[src/rtl/mp_sub_seq.sv]
// Multi-precision subtract sequencer: streams 32-bit limb pairs (LS limb first)
// through a borrow-chain subtractor and registers each difference limb onto a valid/ready stream.

module mp_sub_seq_sub32 (
    input  logic        i_en,
    input  logic [31:0] i_a,
    input  logic [31:0] i_b,
    input  logic        i_bin,
    output logic [31:0] o_diff,
    output logic        o_bout
);
    logic [32:0] w_full;

    // Bit 32 of the zero-extended difference is the borrow-out.
    assign w_full = i_en ? ({1'b0, i_a} - {1'b0, i_b} - {32'd0, i_bin}) : 33'd0;
    assign o_diff = w_full[31:0];
    assign o_bout = w_full[32];
endmodule

module mp_sub_seq #(
    parameter int MAX_LIMBS = 8
) (
    input  logic        clk,
    input  logic        rst_n,
    input  logic        in_valid,
    output logic        in_ready,
    input  logic [31:0] in_a,
    input  logic [31:0] in_b,
    input  logic        in_last,
    output logic        out_valid,
    input  logic        out_ready,
    output logic [31:0] out_diff,
    output logic        out_last,
    output logic        out_borrow,
    output logic        out_zero,
    output logic        out_err
);
    localparam int CW = $clog2(MAX_LIMBS + 1);

    typedef enum logic {
        S_IDLE,
        S_BUSY
    } state_t;

    state_t          r_state;
    logic            r_borrow;
    logic            r_zacc;
    logic [CW-1:0]   r_count;

    logic            r_out_valid;
    logic [31:0]     r_out_diff;
    logic            r_out_last;
    logic            r_out_borrow;
    logic            r_out_zero;
    logic            r_out_err;

    logic            w_accept;
    logic            w_first;
    logic            w_bin;
    logic [31:0]     w_diff;
    logic            w_bout;
    logic [CW-1:0]   w_count_nxt;
    logic            w_zacc_nxt;
    logic            w_terminal;

    mp_sub_seq_sub32 u_sub (
        .i_en   (1'b1),
        .i_a    (in_a),
        .i_b    (in_b),
        .i_bin  (w_bin),
        .o_diff (w_diff),
        .o_bout (w_bout)
    );

    // Single output register, no skid: a held output blocks the input directly.
    assign in_ready    = ~r_out_valid | out_ready;
    assign w_accept    = in_valid & in_ready;
    assign w_first     = (r_state == S_IDLE);
    assign w_bin       = w_first ? 1'b0 : r_borrow;
    assign w_count_nxt = w_first ? CW'(1) : r_count + CW'(1);
    assign w_zacc_nxt  = (w_first | r_zacc) & (w_diff == 32'd0);
    // Hitting the limb limit without in_last forces the operation to close.
    assign w_terminal  = in_last | (w_count_nxt == CW'(MAX_LIMBS));

    // NOTE: all state updates use non-blocking assignments so every register
    // samples pre-edge values regardless of statement order.
    always_ff @(posedge clk or negedge rst_n) begin
        if (!rst_n) begin
            r_state      <= S_IDLE;
            r_borrow     <= 1'b0;
            r_zacc       <= 1'b0;
            r_count      <= '0;
            r_out_valid  <= 1'b0;
            r_out_diff   <= 32'd0;
            r_out_last   <= 1'b0;
            r_out_borrow <= 1'b0;
            r_out_zero   <= 1'b0;
            r_out_err    <= 1'b0;
        end else if (w_accept) begin
            r_out_valid  <= 1'b1;
            r_out_diff   <= w_diff;
            r_out_last   <= w_terminal;
            r_out_borrow <= w_terminal & w_bout;
            r_out_zero   <= w_terminal & w_zacc_nxt;
            r_out_err    <= w_terminal & ~in_last;
            if (w_terminal) begin
                r_state  <= S_IDLE;
                r_borrow <= 1'b0;
                r_zacc   <= 1'b0;
                r_count  <= '0;
            end else begin
                r_state  <= S_BUSY;
                r_borrow <= w_bout;
                r_zacc   <= w_zacc_nxt;
                r_count  <= w_count_nxt;
            end
        end else if (out_ready) begin
            r_out_valid <= 1'b0;
        end
    end

    assign out_valid  = r_out_valid;
    assign out_diff   = r_out_diff;
    assign out_last   = r_out_last;
    assign out_borrow = r_out_borrow;
    assign out_zero   = r_out_zero;
    assign out_err    = r_out_err;
endmodule

[config.mk]
export PLATFORM = sky130hd
export DESIGN_NAME = mp_sub_seq
export DESIGN_NICKNAME = d
export VERILOG_FILES = /design/src/rtl/mp_sub_seq.sv
export SDC_FILE = /design/constraint.sdc
export NUM_CORES = 1
export LEC_CHECK = 0
export CAP_MARGIN = 30
export CORE_ASPECT_RATIO = 0.9
export CORE_MARGIN = 3
export CORE_UTILIZATION = 51
export DETAILED_ROUTE_END_ITERATION = 8
export PLACE_DENSITY = 0.82
export SYNTH_ARGS = -nofsm -noshare
export SYNTH_HDL_FRONTEND = slang
export SYNTH_SLANG_ARGS = --single-unit
[constraint.sdc]
create_clock -name clk -period 3.9 [get_ports clk]
set_input_delay 0.585 -clock clk [delete_from_list [all_inputs] [get_ports clk]]
set_output_delay 0.585 -clock clk [all_outputs]
set_load 0.005 [all_outputs]
==> results of run 1 <==
-- logic make-up (layout without fill, tap and decap cells) --
| family | Yosys count | count (layout) | synth area share (%) |
|---|---|---|---|
| AND/OR/NAND/NOR | 177 | 177 | 19.4 |
| AO/OA/AOI/OAI | 136 | 136 | 20.9 |
| buffers and inverters | 114 | 273 | 9.83 |
| adder cells (fa/ha/maj) | 65 | 65 | 18.5 |
| flip-flops | 44 | 44 | 24.6 |
| XOR/XNOR | 28 | 28 | 5.49 |
| multiplexers | 5 | 5 | 1.23 |
-- worst register-to-register path: stages, from the launching register on --
cell	delay [ns]
dfrtp_1	0.44
nand2_1	0.13
fa_2	0.56
inv_1	0.06
ha_1	0.19
o211a_1	0.24
a31oi_2	0.22
nor3_1	0.07
buf_4	0.15
o2111ai_2	0.21
o211ai_1	0.14
xor2_1	0.18
and4b_1	0.27
and4_1	0.17
nand4_1	0.14
o31ai_1	0.25
-- cell type report --
cell class	instances	area (sq um)	area share, %
Multi-Input combinational cell	411	3000	48.0
Timing Repair Buffer	165	1510	24.2
Sequential cell	44	1100	17.6
Inverter	100	375	6.01
Tap cell	115	144	2.31
Clock buffer	5	68.8	1.10
Clock inverter	3	46.3	0.742
-- through the flow --
stage	setup slack (ns)	setup TNS, ns	total power [mW]
after global routing	-0.00986	-0.00986	2.45
after detailed placement	-0.261	-0.949	1.90
after floorplan	0.535	0	1.26
final	0.138	0	2.31
after global placement	-0.169	-0.349	1.87
after CTS	0.0321	0	2.27
-- cells in the final DEF, fill, tap and decap left out, types with 4 or more instances in the layout --
cell,Yosys,layout
clkdlybuf4s50_1,0,105
inv_1,100,100
nand2_1,93,93
ha_1,63,62
buf_4,0,58
dfrtp_1,44,44
o21ai_0,36,34
a21oi_1,28,25
xnor2_1,22,21
nor2_1,14,14
a21o_1,11,11
nand3_1,10,10
nor3_1,11,10
o21a_1,8,8
and4_1,7,7
o211ai_1,7,7
nand2b_1,6,6
and2_1,6,6
a21oi_2,3,6
xor2_1,6,6
o21bai_1,5,5
nand4_1,5,5
o31ai_1,5,5
nor4_1,5,5
clkbuf_8,0,5
mux2_2,4,4
-- state kept, by name, summed over array words and instances (netlist names) --
signal      cells
out_diff       32
r_count         4
out_borrow      1
out_err         1
out_last        1
out_valid       1
out_zero        1
r_borrow        1
r_state         1
r_zacc          1
-- per-layer routing --
layer | up-vias | GRT usage (%) | wire length (um)
li1 | 2272 | - | -
met1 | 2096 | 33.0 | 5710
met2 | 164 | 43.3 | 6050
met3 | 14 | 3.62 | 787
met4 | 0 | 4.48 | 106
met5 | - | 0 | 0
-- power by group through the flow --
stage | clock [mW] | sequential, mW | combinational, mW
2_1_floorplan | 0 | 0.641 | 0.623
3_3_place_gp | 0 | 0.644 | 1.23
3_5_place_dp | 0 | 0.650 | 1.25
4_1_cts | 0.367 | 0.641 | 1.26
5_1_grt | 0.386 | 0.652 | 1.42
6_report | 0.361 | 0.642 | 1.30
-- worst min-delay path by stage --
| stage | start | to | slack, ns |
|---|---|---|---|
| after floorplan | rst_n | out_borrow | 0.29 |
| after global placement | out_diff[1] | out_diff[1] | 0.46 |
| after detailed placement | out_diff[13] | out_diff[13] | 0.47 |
| after CTS | rst_n | r_state | 0.47 |
| after global routing | rst_n | out_diff[1] | 0.21 |
| final | rst_n | out_diff[1] | 0.20 |
-- timing repair --
item | 4_1_cts | 5_1_grt
gates resized for setup | 0 | 17
hold buffers | 0 | 0
setup buffers | 0 | 2
setup endpoints to repair | 0 | 5
==> flow_summary.json, run 1 <==
{
  "status": "finished, final reports clean",
  "yosys.cell_count.top_type": "inv_1",
  "sw_frac_of_total_pct": 37.2,
  "die_w_um": 105,
  "gp_congestion": 0.906,
  "fin_skew_ns": 0.00771,
  "final-setup-viol-count": 0,
  "worstSetupEndpoint": "r_zacc",
  "drt_iter0_markers": 294,
  "cts_tree": "yes",
  "timing.fmax_mhz": 266,
  "worst_slew_margin_rel_pct": 70.2,
  "routedWlPerCell_um": 15.0,
  "fin_crit_sh_pct": 96.5,
  "antenna_found_initial": 0,
  "grt_max_degree": 45,
  "cts_root_buf": "clkbuf_8",
  "power.density_nw_per_um2": 369,
  "drv_cap": 0,
  "cts_made_buffers": 5,
  "num_vias": 4546,
  "syn_area_sq_um": 4470,
  "synth.area.top_cells": "dfrtp_1 25%, ha_1 18%, inv_1 8.4%",
  "seq_area_frac_synth_pct": 24.6,
  "path_buf_inv": 4,
  "first_global_vias": 4267,
  "yosysWarnings": 0,
  "avgSynthCellArea_sq_um": 7.85,
  "die-height_um": 94.8,
  "drive_gt1_share_pct": 14.0,
  "pwr-share-clk_pct": 15.7,
  "synth_area_leader_cell": "dfrtp_1",
  "async_flop_share_pct": 100,
  "final_util_pct": 75.2,
  "cts_buffer_depth": 2,
  "clk_pin_slew_ns": 0.09,
  "timing.rr.end": "r_zacc",
  "synth_top_area_share_pct": 24.6,
  "synth_top_flop_cell": "dfrtp_1",
  "required_ns": 4.11,
  "drt_wl_total_mm": 12.7,
  "syn_to_final_growth_pct": 39.7,
  "synth_seq_cells": 44,
  "remaining_drc_errors": 0,
  "power.share.combinational_pct": 56.5,
  "p_int_mw": 1.45,
  "cp_slowest_cell": "clkdlybuf4s50_1",
  "syn_nets": 703,
  "die_area_sq_um": 9920,
  "num_antenna_cells": 0,
  "grt_overflow": 0,
  "drtAntennaViolNets": 0,
  "worstPathArrival_ns": 3.97,
  "stdcell_area_sq_um": 6240,
  "max_stage_delay_ns": 0.46,
  "startpoint": "in_a[9]",
  "dpl-instance-area_sq_um": 6020,
  "io_buffers": 106,
  "ios": 107,
  "power_frac_seq_pct": 27.8,
  "period_minus_slack_ns": 3.76,
  "grt_pass1_wl_mm": 20.3,
  "synth_edf_count": 0,
  "slew_viol_final": 0,
  "first_pass_iters": 5,
  "hp-class": "in -> async",
  "placementRows": 31,
  "worstSetupEndpointType": "flop",
  "synth.distinct_cells": 59,
  "r2r_setup_slack_ns": 0.40,
  "p_sw_mw": 0.859,
  "grt_usage_pct": 24.7,
  "final_hold_viol_count": 0,
  "timing.rr.start": "r_state",
  "instances_no_fill": 843,
  "place_hpwl_mm": 10.5,
  "worst-setup-path-type": "in -> reg",
  "path_cells": "clkdlybuf4s50_1, inv_1, ha_1, inv_1, ha_2, a21oi_4, o21ai_1, a221oi_2, buf_4, nand2_1, xnor2_2, o221ai_1, nor4_1, and4_1, nand4_1, o31ai_1",
  "dpl.cell_count": 832,
  "h-tree-depth": 2,
  "fin_nets": 861,
  "leakage_nw": 3.03,
  "fillers": 667,
  "peakVddDrop_v": 0.000213,
  "holdWs_ns": 0.196,
  "crit_top_cell": "inv_1",
  "worstPathMaxFanout": 6,
  "start_kind": "input port",
  "r2r_cells": 15,
  "insertion_delay_ns": 0.30,
  "synth_common_cells": "100 x inv_1, 93 x nand2_1, 63 x ha_1",
  "start_util_pct": 53.8,
  "drt-vias-per-instance": 5.39,
  "cts_sinks": 44,
  "netlist_instances": 569,
  "fp.coreArea_sq_um": 8300,
  "crit_family": "compound AO/OA/AOI/OAI gates",
  "worst_slew_pin_slew_ns": 0.447,
  "cp.depth": 16
}
Note: power is estimated with default switching activity, not from simulation.
==> run 2, diff against run 1 <==
- GPL_ROUTABILITY_DRIVEN: not set -> 0
==> run 2 against run 1 <==
Effect of this change:
- utilization shrank 2.5 points
- clock power down 20%
- register-to-register slack about the same
- fmax up 2.1%
- critical path depth down 2
- wire length fell by 5.3%
- design area is 3.4% lower
- final cell count decreased by 2.4%
- non-clock buffer count decreased by 20
- clock skew increased by 0.00061 ns
- critical endpoint unchanged
- largest power group unchanged
==> flow_summary.json, run 2 (synthesis results as in run 1) <==
{
  "first_global_vias": 4276,
  "drv_cap": 0,
  "p_int_mw": 1.34,
  "num_antenna_cells": 0,
  "holdWs_ns": 0.0581,
  "r2r_cells": 13,
  "die_area_sq_um": 9920,
  "holdBufCountCts": 0,
  "worstSetupEndpointType": "flop",
  "timing.rr.end": "r_zacc",
  "fin_skew_ns": 0.00831,
  "start_kind": "input port",
  "syn_to_final_growth_pct": 35.0,
  "clk_pin_slew_ns": 0.09,
  "cts_tree": "yes",
  "rsz0062_at_grt": "no",
  "power.share.combinational_pct": 57.2,
  "fin_nets": 841,
  "die-height_um": 94.8,
  "drt-vias-per-instance": 5.54,
  "final_common_cell": "clkdlybuf4s50_1",
  "pwr-share-clk_pct": 13.2,
  "worst_slew_pin_slew_ns": 0.495,
  "sw_frac_of_total_pct": 38.2,
  "drt_iter0_markers": 293,
  "place_hpwl_mm": 10.0,
  "startpoint": "in_b[0]",
  "timing.rr.start": "r_state",
  "drive_gt1_share_pct": 10.6,
  "io_buffers": 106,
  "status": "finished, final reports clean",
  "antenna_found_initial": 0,
  "cts_made_buffers": 5,
  "final_hold_viol_count": 0,
  "drtAntennaViolNets": 0,
  "cts_sinks": 44,
  "final_util_pct": 72.7,
  "period_minus_slack_ns": 3.68,
  "placementRows": 31,
  "worstSetupEndpoint": "r_zacc",
  "drt_wl_total_mm": 12.0,
  "timing.fmax_mhz": 271,
  "peakVddDrop_v": 0.000181,
  "p_sw_mw": 0.829,
  "worstPathArrival_ns": 3.90,
  "cts_root_buf": "clkbuf_8",
  "routedWlPerCell_um": 14.6,
  "slew_viol_final": 0,
  "cts_buffer_depth": 2,
  "h-tree-depth": 2,
  "leakage_nw": 2.93,
  "worst-setup-path-type": "in -> reg",
  "power.density_nw_per_um2": 360,
  "start_util_pct": 53.8,
  "fin_crit_sh_pct": 94.4,
  "hp-class": "in -> async",
  "die_w_um": 105,
  "fin_ws_ns": 0.217,
  "remaining_drc_errors": 0,
  "grt_max_degree": 45,
  "r2r_setup_slack_ns": 0.41,
  "worst_slew_margin_rel_pct": 67.0,
  "grt_pass1_wl_mm": 19.7,
  "worstPathMaxFanout": 3,
  "dp_slack_ns": -0.205,
  "fillers": 696,
  "mostFrequentLayoutCells": "105 x clkdlybuf4s50_1, 100 x inv_1, 93 x nand2_1, 62 x ha_1, 44 x dfrtp_1",
  "final-setup-viol-count": 0,
  "required_ns": 4.11,
  "first_pass_iters": 5,
  "grt_overflow": 0,
  "largest_reg_flops": 32,
  "grt_usage_pct": 23.9,
  "power_frac_seq_pct": 29.6,
  "fp.coreArea_sq_um": 8300,
  "num_vias": 4563,
  "insertion_delay_ns": 0.30,
  "ios": 107
}
-- run 2: changes by cell type in the layout (fill, tap and decap cells not counted), moves of 2 or more --
cell      change
a31oi_2       -2
buf_4        -20
a21oi_1       +2
a21oi_2       -2
a31oi_1       +2
clkinv_2      +2
-- run 2: per-stage QoR --
| stage | power [mW] | setup TNS [ns] | area, sq um | instances |
|---|---|---|---|---|
| after floorplan | 1.26 | 0 | 4470 | 569 |
| after global placement | 1.81 | -0.238 | 5880 | 813 |
| after detailed placement | 1.85 | -0.725 | 5880 | 813 |
| after CTS | 2.14 | 0 | 5970 | 821 |
| after global routing | 2.32 | 0 | 6030 | 823 |
| final | 2.17 | 0 | 6030 | 823 |
-- run 2: worst min path at each step --
stage,cells past startpoint,end,start,slack (ns)
after floorplan,0,out_borrow,rst_n,0.29
after global placement,2,out_diff[1],out_diff[1],0.46
after detailed placement,2,out_diff[0],out_diff[0],0.47
after CTS,1,r_count[3],rst_n,0.46
after global routing,1,r_count[3],rst_n,0.05
final,1,r_count[3],rst_n,0.06
-- run 2: worst max-delay path, stage by stage --
cell and delay, ns:
clkdlybuf4s50_1 0.45, inv_1 0.06, fa_2 0.38, fa_2 0.37, nor3b_2 0.22, o21ai_2 0.12, o211ai_1 0.31, a31o_2 0.26
a21oi_2 0.07, or3_1 0.33, a22oi_1 0.16, and4_1 0.21, nand4_1 0.14, o31ai_1 0.24
-- run 2: layout make-up --
| class | instances | area, sq um | share of cell area, % |
|---|---|---|---|
| clock buffer | 5 | 68.8 | 1.14 |
| clock inverter | 3 | 18.8 | 0.311 |
| timing repair buffer | 145 | 1360 | 22.6 |
| tap | 115 | 144 | 2.39 |
| multi-input combinational | 411 | 2960 | 49.1 |
| sequential | 44 | 1100 | 18.3 |
| inverter | 100 | 375 | 6.22 |
-- run 2: repair_timing --
item	4_1_cts	5_1_grt
setup buffers	0	1
resized for setup	0	10
setup endpoints to repair	0	5
-- run 2: per-layer routing --
layer | GRT usage [%] | up-vias | share of wire (%)
li1 | - | 2217 | -
met1 | 31.8 | 2118 | 43
met2 | 42.0 | 206 | 48
met3 | 3.21 | 22 | 7.4
met4 | 5.14 | 0 | 1.6
met5 | 0 | - | 0
-- run 2: power groups by stage --
stage / registers [mW] / clock network (mW) / logic [mW]
2_1_floorplan: 0.641 / 0 / 0.623
3_3_place_gp: 0.647 / 0 / 1.17
3_5_place_dp: 0.652 / 0 / 1.20
4_1_cts: 0.642 / 0.287 / 1.21
5_1_grt: 0.656 / 0.314 / 1.35
6_report: 0.643 / 0.287 / 1.24
